[config.mk]
export PLATFORM = sky130hd
export DESIGN_NAME = ram_cmd_sequencer
export DESIGN_NICKNAME = d
export VERILOG_FILES = /design/src/rtl/ram_cmd_sequencer.sv
export SDC_FILE = /design/constraint.sdc
export NUM_CORES = 1
export LEC_CHECK = 0
export ABC_CLOCK_PERIOD_IN_PS = 1700
export CORE_MARGIN = 10
export CORE_UTILIZATION = 45
export CTS_CLUSTER_SIZE = 30
export DETAILED_ROUTE_END_ITERATION = 16
export PLACE_DENSITY_LB_ADDON = 0.1
export SYNTH_ARGS = -nofsm -noshare
export SYNTH_HDL_FRONTEND = slang
export SYNTH_SLANG_ARGS = --single-unit
[constraint.sdc]
create_clock -name clk -period 1.7 [get_ports clk]
set_input_delay 0.34 -clock clk [delete_from_list [all_inputs] [get_ports clk]]
set_output_delay 0.34 -clock clk [all_outputs]
set_load 0.01 [all_outputs]
[src/rtl/ram_cmd_sequencer.sv]
// ram_cmd_sequencer: decodes a UART byte stream into read/write transactions on
// the level-based ram_controller handshake (en/re/we out, done in) and returns
// read data as two bytes to uart_tx.
// Optional build macro RAM_SEQ_WRITE_ACK_EN: when defined, a completed write
// sends one 'K' (8'h4B) acknowledge byte; when undefined, writes finish silently.
module ram_cmd_sequencer #(
    parameter logic [7:0] CMD_WRITE   = 8'h57,
    parameter logic [7:0] CMD_READ    = 8'h52,
    parameter int         TIMEOUT_CYC = 1024
) (
    input  logic        clk,
    input  logic        rst,
    input  logic [7:0]  rx_data,
    input  logic        rx_valid,
    output logic [7:0]  tx_data,
    output logic        tx_start,
    input  logic        tx_busy,
    output logic        ram_en,
    output logic        ram_re,
    output logic        ram_we,
    output logic [17:0] ram_addr,
    output logic [15:0] ram_wdata,
    input  logic [15:0] ram_rdata,
    input  logic        ram_done,
    output logic        busy,
    output logic        err
);

    localparam int CNT_W = $clog2(TIMEOUT_CYC + 1);

    typedef enum logic [3:0] {
        IDLE,
        ADDR2,
        ADDR1,
        ADDR0,
        DAT1,
        DAT0,
        ISSUE,
        RELEASE,
        TX_HI,
`ifdef RAM_SEQ_WRITE_ACK_EN
        TX_LO,
        TX_ACK
`else
        TX_LO
`endif
    } state_t;

    state_t             r_state;
    state_t             w_next;

    logic               r_done_meta;
    logic               r_done_s;
    logic               r_is_wr;
    logic [CNT_W-1:0]   r_cnt;
    logic               r_tx_gap;
    logic [15:0]        r_rdata;
    logic [17:0]        r_addr;
    logic [15:0]        r_wdata;
    logic [7:0]         r_tx_data;
    logic               r_tx_start;
    logic               r_ram_en;
    logic               r_ram_re;
    logic               r_ram_we;
    logic               r_busy;
    logic               r_err;

    logic               w_err;
    logic               w_fire;
    logic               w_cap;
    logic [7:0]         w_tx_byte;
    logic               w_timeout;
    logic               w_wait_state;
    logic               w_ack_ok;

    assign tx_data   = r_tx_data;
    assign tx_start  = r_tx_start;
    assign ram_en    = r_ram_en;
    assign ram_re    = r_ram_re;
    assign ram_we    = r_ram_we;
    assign ram_addr  = r_addr;
    assign ram_wdata = r_wdata;
    assign busy      = r_busy;
    assign err       = r_err;

    // A new tx byte may go out only once the previous strobe has had a cycle
    // to raise tx_busy and the transmitter reports idle.
    assign w_ack_ok     = !tx_busy && !r_tx_gap;
    assign w_wait_state = (r_state == ISSUE) || (r_state == RELEASE);
    assign w_timeout    = (r_cnt == CNT_W'(TIMEOUT_CYC - 1));

    // State register.
    always_ff @(posedge clk) begin
        if (rst) begin
            r_state <= IDLE;
        end else begin
            r_state <= w_next;
        end
    end

    // Next-state decode plus the per-cycle events (error, tx fire, rdata capture).
    always_comb begin
        w_next    = r_state;
        w_err     = 1'b0;
        w_fire    = 1'b0;
        w_cap     = 1'b0;
        w_tx_byte = 8'h00;
        unique case (r_state)
            IDLE: begin
                if (rx_valid) begin
                    if ((rx_data == CMD_WRITE) || (rx_data == CMD_READ)) begin
                        w_next = ADDR2;
                    end else begin
                        w_err = 1'b1;
                    end
                end
            end
            ADDR2:   if (rx_valid) w_next = ADDR1;
            ADDR1:   if (rx_valid) w_next = ADDR0;
            ADDR0:   if (rx_valid) w_next = r_is_wr ? DAT1 : ISSUE;
            DAT1:    if (rx_valid) w_next = DAT0;
            DAT0:    if (rx_valid) w_next = ISSUE;
            ISSUE: begin
                if (r_done_s) begin
                    w_cap  = !r_is_wr;
                    w_next = RELEASE;
                end else if (w_timeout) begin
                    w_err  = 1'b1;
                    w_next = IDLE;
                end
            end
            RELEASE: begin
                if (!r_done_s) begin
`ifdef RAM_SEQ_WRITE_ACK_EN
                    w_next = r_is_wr ? TX_ACK : TX_HI;
`else
                    w_next = r_is_wr ? IDLE : TX_HI;
`endif
                end else if (w_timeout) begin
                    w_err  = 1'b1;
                    w_next = IDLE;
                end
            end
            TX_HI: begin
                if (w_ack_ok) begin
                    w_fire    = 1'b1;
                    w_tx_byte = r_rdata[15:8];
                    w_next    = TX_LO;
                end
            end
            TX_LO: begin
                if (w_ack_ok) begin
                    w_fire    = 1'b1;
                    w_tx_byte = r_rdata[7:0];
                    w_next    = IDLE;
                end
            end
`ifdef RAM_SEQ_WRITE_ACK_EN
            TX_ACK: begin
                if (w_ack_ok) begin
                    w_fire    = 1'b1;
                    w_tx_byte = 8'h4B;
                    w_next    = IDLE;
                end
            end
`endif
            default: w_next = IDLE;
        endcase
        // Bytes arriving while a transaction is in flight are dropped as overrun;
        // a coincident timeout shares the same single err pulse.
        if (rx_valid && (w_wait_state || (r_state == TX_HI) || (r_state == TX_LO)
`ifdef RAM_SEQ_WRITE_ACK_EN
                         || (r_state == TX_ACK)
`endif
                         )) begin
            w_err = 1'b1;
        end
    end

    // Control registers: synchronizer, timeout counter and registered outputs.
    always_ff @(posedge clk) begin
        if (rst) begin
            r_done_meta <= 1'b0;
            r_done_s    <= 1'b0;
            r_cnt       <= '0;
            r_tx_gap    <= 1'b0;
            r_tx_start  <= 1'b0;
            r_ram_en    <= 1'b0;
            r_ram_re    <= 1'b0;
            r_ram_we    <= 1'b0;
            r_busy      <= 1'b0;
            r_err       <= 1'b0;
        end else begin
            r_done_meta <= ram_done;
            r_done_s    <= r_done_meta;
            if ((w_next != r_state) || !w_wait_state) begin
                r_cnt <= '0;
            end else begin
                r_cnt <= r_cnt + CNT_W'(1);
            end
            r_tx_gap   <= w_fire;
            r_tx_start <= w_fire;
            r_ram_en   <= (w_next == ISSUE) || (w_next == RELEASE);
            r_ram_re   <= (w_next == ISSUE) && !r_is_wr;
            r_ram_we   <= (w_next == ISSUE) && r_is_wr;
            r_busy     <= (w_next != IDLE);
            r_err      <= w_err;
        end
    end

    // Frame fields, read-data capture and the tx byte register.
    always_ff @(posedge clk) begin
        if (rst) begin
            r_is_wr   <= 1'b0;
            r_addr    <= '0;
            r_wdata   <= '0;
            r_rdata   <= '0;
            r_tx_data <= '0;
        end else begin
            if (rx_valid) begin
                unique case (r_state)
                    IDLE:    if (w_next == ADDR2) r_is_wr <= (rx_data == CMD_WRITE);
                    ADDR2:   r_addr[17:16]  <= rx_data[1:0];
                    ADDR1:   r_addr[15:8]   <= rx_data;
                    ADDR0:   r_addr[7:0]    <= rx_data;
                    DAT1:    r_wdata[15:8]  <= rx_data;
                    DAT0:    r_wdata[7:0]   <= rx_data;
                    default: ;
                endcase
            end
            if (w_cap) begin
                r_rdata <= ram_rdata;
            end
            if (w_fire) begin
                r_tx_data <= w_tx_byte;
            end
        end
    end

endmodule
# Word-level counts from Yosys, hierarchy flattened
# Cells that the tools add are included.
dict set report totals {
  ff_bits 82
  in_bits 29
  output_inout_bits 48
  word_cells 88
}
dict set report classes {
  add_sub_neg 1
  eq_ne 16
  mux 29
  n_reduce_logical 24
}
# op count
set op_table {}
lappend op_table {{4-bit 2-to-1 mux} 13}
lappend op_table {{4-bit one-hot mux with 10 select lines} 1}
lappend op_table {{4-bit by 3-bit == test with 1-bit output, second input constant} 6}
lappend op_table {{8-bit by 7-bit == test with 1-bit output, second input constant} 2}
lappend op_table {{8-bit 2-to-1 mux} 2}
lappend op_table {{8-bit one-hot mux with 2 select lines} 1}
lappend op_table {{11-bit by 1-bit adder with 11-bit output, second input constant} 1}
lappend op_table {{11-bit by 10-bit == test with 1-bit output, second input constant} 1}
lappend op_table {{1-bit 2-to-1 mux} 10}
lappend op_table {{2-bit AND reduction} 5}
lappend op_table {{4-bit by 1-bit == test with 1-bit output, second input constant} 2}
lappend op_table {{4-bit by 2-bit == test with 1-bit output, second input constant} 2}
lappend op_table {{4-bit == test, second input constant} 2}
lappend op_table {{1-bit logical OR} 6}
lappend op_table {{1-bit logical AND} 4}
lappend op_table {{1-bit logical NOT} 4}
lappend op_table {{4-bit logical NOT} 1}
lappend op_table {{4-bit inequality test} 1}
lappend op_table {{4-bit nonzero test} 1}
lappend op_table {{2-bit OR reduction} 2}
lappend op_table {{1-bit one-hot mux with 3 select lines} 1}
lappend op_table {{3-bit AND reduction} 1}
lappend op_table {{2-bit 2-to-1 mux} 1}

# Longest topological paths before layout
dict set report depth {
  word_depth 8
  depth_mapped 7
  mapped_depth_nobuf 6
}

# Worst setup path after synthesis
# OpenSTA, ideal clock, no wires.
dict set report synth_path {
  path_kind {input port to flip-flop}
  start {input rx_valid}
  end {register r_ram_we, in the netlist ram_we}
  setup_ps 131
  t_arrival_ps 1713
  required_time_ps 1569
  path_slack_ps -145
  stages 6
  n_path_buf 1
  cell_sequence {buf_6 > or3b_4 > or4_4 > o211ai_2 > nand4b_1 > nor3b_1}
}
dict set report synth_between {
  elab_chain_cells 4
  word_cells_on_any_way 9
  classes_between {eq/ne (1); mux (7); reduce/logical (1)}
}
# item line_no
set synth_rtl {}
lappend synth_rtl {{start, declared} 14} ;# input logic rx_valid,
lappend synth_rtl {{4-bit 2-to-1 mux (tied with other cells)} 122} ;# DAT0: if (rx_valid) w_next = ISSUE;
lappend synth_rtl {{4-bit one-hot mux with 10 select lines (*)} 108} ;# unique case (r_state)
lappend synth_rtl {{4-bit by 3-bit == test with 1-bit output (*)} 205} ;# r_ram_we <= (w_next == ISSUE) && r_is_wr;
lappend synth_rtl {{1-bit logical AND (*)} 205}
lappend synth_rtl {{end signal, assigned} 205}
lappend synth_rtl {{end, declared} 64} ;# logic r_ram_we;
# Every way passes the cells marked *; elsewhere a longest branch is shown, timed or not.
# A chain may end at the register's enable or synchronous reset.

# Worst setup path after layout
dict set report layout_path {
  start {register r_state[2]}
  end {register r_ram_we, in the netlist ram_we}
}
dict set report layout_between {
  elab_chain_cells 5
  word_cells_on_any_way 25
  classes_between {eq/ne (10); mux (13); reduce/logical (2)}
}
# item line_no
set layout_rtl {}
lappend layout_rtl {{start, declared} 49} ;# state_t r_state;
lappend layout_rtl {{start signal, assigned} 97} ;# r_state <= w_next;
lappend layout_rtl {{4-bit 2-to-1 mux (on tied branches)} {127, 139, 111}}
lappend layout_rtl {{4-bit 2-to-1 mux (on tied branches)} {133, 110, 124}}
lappend layout_rtl {{4-bit one-hot mux with 10 select lines (*)} 108}
lappend layout_rtl {{4-bit by 3-bit == test with 1-bit output (*)} 205}
lappend layout_rtl {{1-bit logical AND (*)} 205}
# Marked as above.

==> flow_summary.ini <==
[logic_synthesis]
synth_area_per_cell_um2 = 9.66
async_reset_ff_share_pct = 0
synth_edf_count = 0
synth-seq-area-share_pct = 49.8
ys_ff_latch = 82
synth_area_um2 = 3290
syn_nets = 371
yosys_warnings = 0
synth_cell_types = 45
syn_inst = 341
synth_flop_cell = dfxtp_1

[die]
pin_count = 77
dieArea_um2 = 11100
die_h_um = 106
rows = 31
dieWidth_um = 106
start_util_pct = 45.9
core_um2 = 7180

[setup_path]
worstSetupStartpoint = r_state[2]$_SDFF_PP0_
critPathMaxStageDelay_ns = 0.53
worstSetupPathType = flip-flop to flip-flop
worstRegToRegCells = 5
timing.rr.end = ram_we$_SDFF_PP0_
worstSetupEndpointType = flip-flop
critPathLaunchType = flip-flop
rr_startpoint = r_state[2]$_SDFF_PP0_
critPathSlowestCell = or4_4
crit_required_ns = 1.89
crit_chain = or3b_4 > or4_4 > o211ai_2 > nand4b_1 > nor3b_1
r2r_slack_ns = -0.11
cp_max_fo = 3
worstPathArrival_ns = 2.00

[cells_and_area]
num_antenna_cells = 0
nFillCells = 623
multi_input_area_um2 = 1570
layout.nets = 472
seq_area_um2 = 1640
layout-drive-gt1-share_pct = 16.1
area_growth_pct = 40.8

[route]
detail_route.wl_per_cell_um = 14.2
drt-total-wl_mm = 7.76
antenna_left = 0
drtIter0Drc = 56
num_vias = 2692
drc = 0
dr.pass1.iters = 4
vias_per_cell = 4.93

[outcome]
failed_checks = negative setup slack
status = complete, but fails checks

[worst_hold_path]
hold_path_class = flip-flop to flip-flop
worstHoldEndpoint = r_done_s$_SDFF_PP0_
min_path_cells = 1
min_from = r_done_meta$_SDFF_PP0_

[clock_network]
post_cts_buffers = 0
htree_levels = 3
cts_tree = built
ctsRootBufferMaster = clkbuf_8
numCtsBuffers = 9
cts_sinks = 82
clk_latency_ns = 0.34
cts.clk_slew.worst_paths_ns = 0.07
cts_hold_buf = 0
clk_path_buf_depth = 2

[sta]
hold_violations = 0
finalSetupViolations = 21
fmax_ghz = 0.552
relSlewSlack_pct = 52.9
setup_ws_ns = -0.112
skew_ns = 0.0165
slew_viol_final = 0
min_period_ns = 1.81
tightest_slew_ns = 0.707
fin_hold_ws_ns = 0.440
rsz0062_at_grt = yes
min_period_over_period_pct = 107

[global_routing]
grtUsageTotal_pct = 13.8
antenna_found_initial = 0
grt_pass1_wl_mm = 12.8
overflow = 0
grt_max_degree = 72
grt_pass1_vias = 2666

[placed_design]
dp_hpwl_mm = 5.76
place.gp.congestion = 0.809
place_ws_ns = -0.647
numPortBuffers = 76

[power_and_ir_drop]
power.leakage_nw = 1.91
max-vdd-ir-drop_uv = 461
pwr_density_cell_nw_per_um2 = 821

[flow_run]
max_cap_violations = 0
## where the power goes
group	switching [mW]	leakage, nW	internal, mW
Sequential	0.0163	0.663	1.95
Combinational	0.185	1.14	0.216
Clock	0.706	0.0995	0.731
Total	0.907	1.91	2.90
## kinds of logic after synthesis
family,share of synthesized area [%]
AND/OR/NAND/NOR,19.7
flip-flops,49.8
multiplexers,17.0
AO/OA/AOI/OAI,6.54
buffers and inverters,3.57
XOR/XNOR,2.93
adder cells (fa/ha/maj),0.380
## worst max-delay path, delay by kind of cell, from the launching register on
kind	cells	cell delay [ns]
AO/OA/AOI/OAI	1	0.20
flip-flops	1	0.33
AND/OR/NAND/NOR	4	1.15
## Yosys cell counts, types with 2 or more instances
cell	instances	area (µm²)
nand3_1	4	20.0
a21oi_1	6	30.0
dfxtp_1	82	1640
inv_1	2	7.51
nor3b_1	4	30.0
buf_2	10	50.1
a31oi_1	2	12.5
nor3_1	5	25.0
o21ai_0	5	25.0
nor2_1	85	319
a211oi_1	8	60.1
nand2_1	7	26.3
and3_1	3	18.8
nor2b_1	8	50.1
nand2b_1	2	12.5
xnor2_1	7	61.3
nand4b_1	2	17.5
xor2_1	4	35.0
mux2i_1	56	561
clkbuf_1	13	48.8
o21a_1	2	15.0
## stage by stage
stage / TNS [ns] / total power, mW / cells / cell area [µm²] / util, %
finish: -1.18 / 3.81 / 546 / 4640 / 64.6
global placement: -14.96 / 2.41 / 530 / 4380 / 61.1
floorplan: -0.603 / 2.21 / 341 / 3300 / -
CTS: -1.42 / 3.86 / 546 / 4600 / 64.1
global route: -3.81 / 3.98 / 546 / 4640 / 64.6
detailed placement: -15.38 / 2.41 / 530 / 4380 / 61.1
## layout by cell type (no fill, tap or decap), types with 3 or more instances in the layout
master / count
buf_4: 33
clkdlybuf4s50_1: 73
nor3_1: 5
nor2_2: 3
nand3_1: 4
dfxtp_1: 80
mux2i_1: 56
a211oi_1: 8
xor2_1: 4
a21oi_1: 6
clkbuf_8: 10
nand2_1: 7
and3_1: 3
xnor2_1: 7
o21ai_0: 3
nor2b_1: 8
nor2_1: 83
## layer usage
metal  vias up  global-route usage (%)  routed length (µm)
met5         -                       0                   0
met4         0                    4.06                  42
met3         4                    5.18                 445
met2        59                    23.8                3900
met1      1271                    15.6                3380
li1       1358                       -                   -
## flip-flops by register name (all words and copies together), names as in the netlist
register,flops
r_done_s,1
ram_addr,18
r_cnt,11
r_rdata,16
err,1
r_state,4
r_done_meta,1
ram_en,1
tx_data,8
tx_start,1
busy,1
ram_we,1
ram_wdata,16
r_is_wr,1
ram_re,1
## how the worst max path moves through the flow
stage	cells past startpoint	slack, ns	end
after floorplan	6	-0.14	ram_we$_SDFF_PP0_
after global placement	6	-0.62	ram_we$_SDFF_PP0_
after detailed placement	6	-0.65	ram_re$_SDFF_PP0_
after CTS	5	-0.13	ram_re$_SDFF_PP0_
after global routing	5	-0.19	ram_we$_SDFF_PP0_
final	5	-0.11	ram_we$_SDFF_PP0_
## cell type report
class                           count  share of cell area (%)
Tap cell                           99                    2.67
Timing Repair Buffer              114                    23.3
Clock inverter                      6                    1.54
Inverter                            2                   0.162
Clock buffer                       10                    2.97
Sequential cell                    82                    35.5
Multi-Input combinational cell    233                    33.9
## what timing repair did
| action | CTS | global route |
|---|---|---|
| gates resized for setup | 5 | 10 |
| pin swaps | 3 | 4 |
| setup endpoints to repair | 24 | 55 |
No activity file was read; power rests on OpenSTA's default activity.
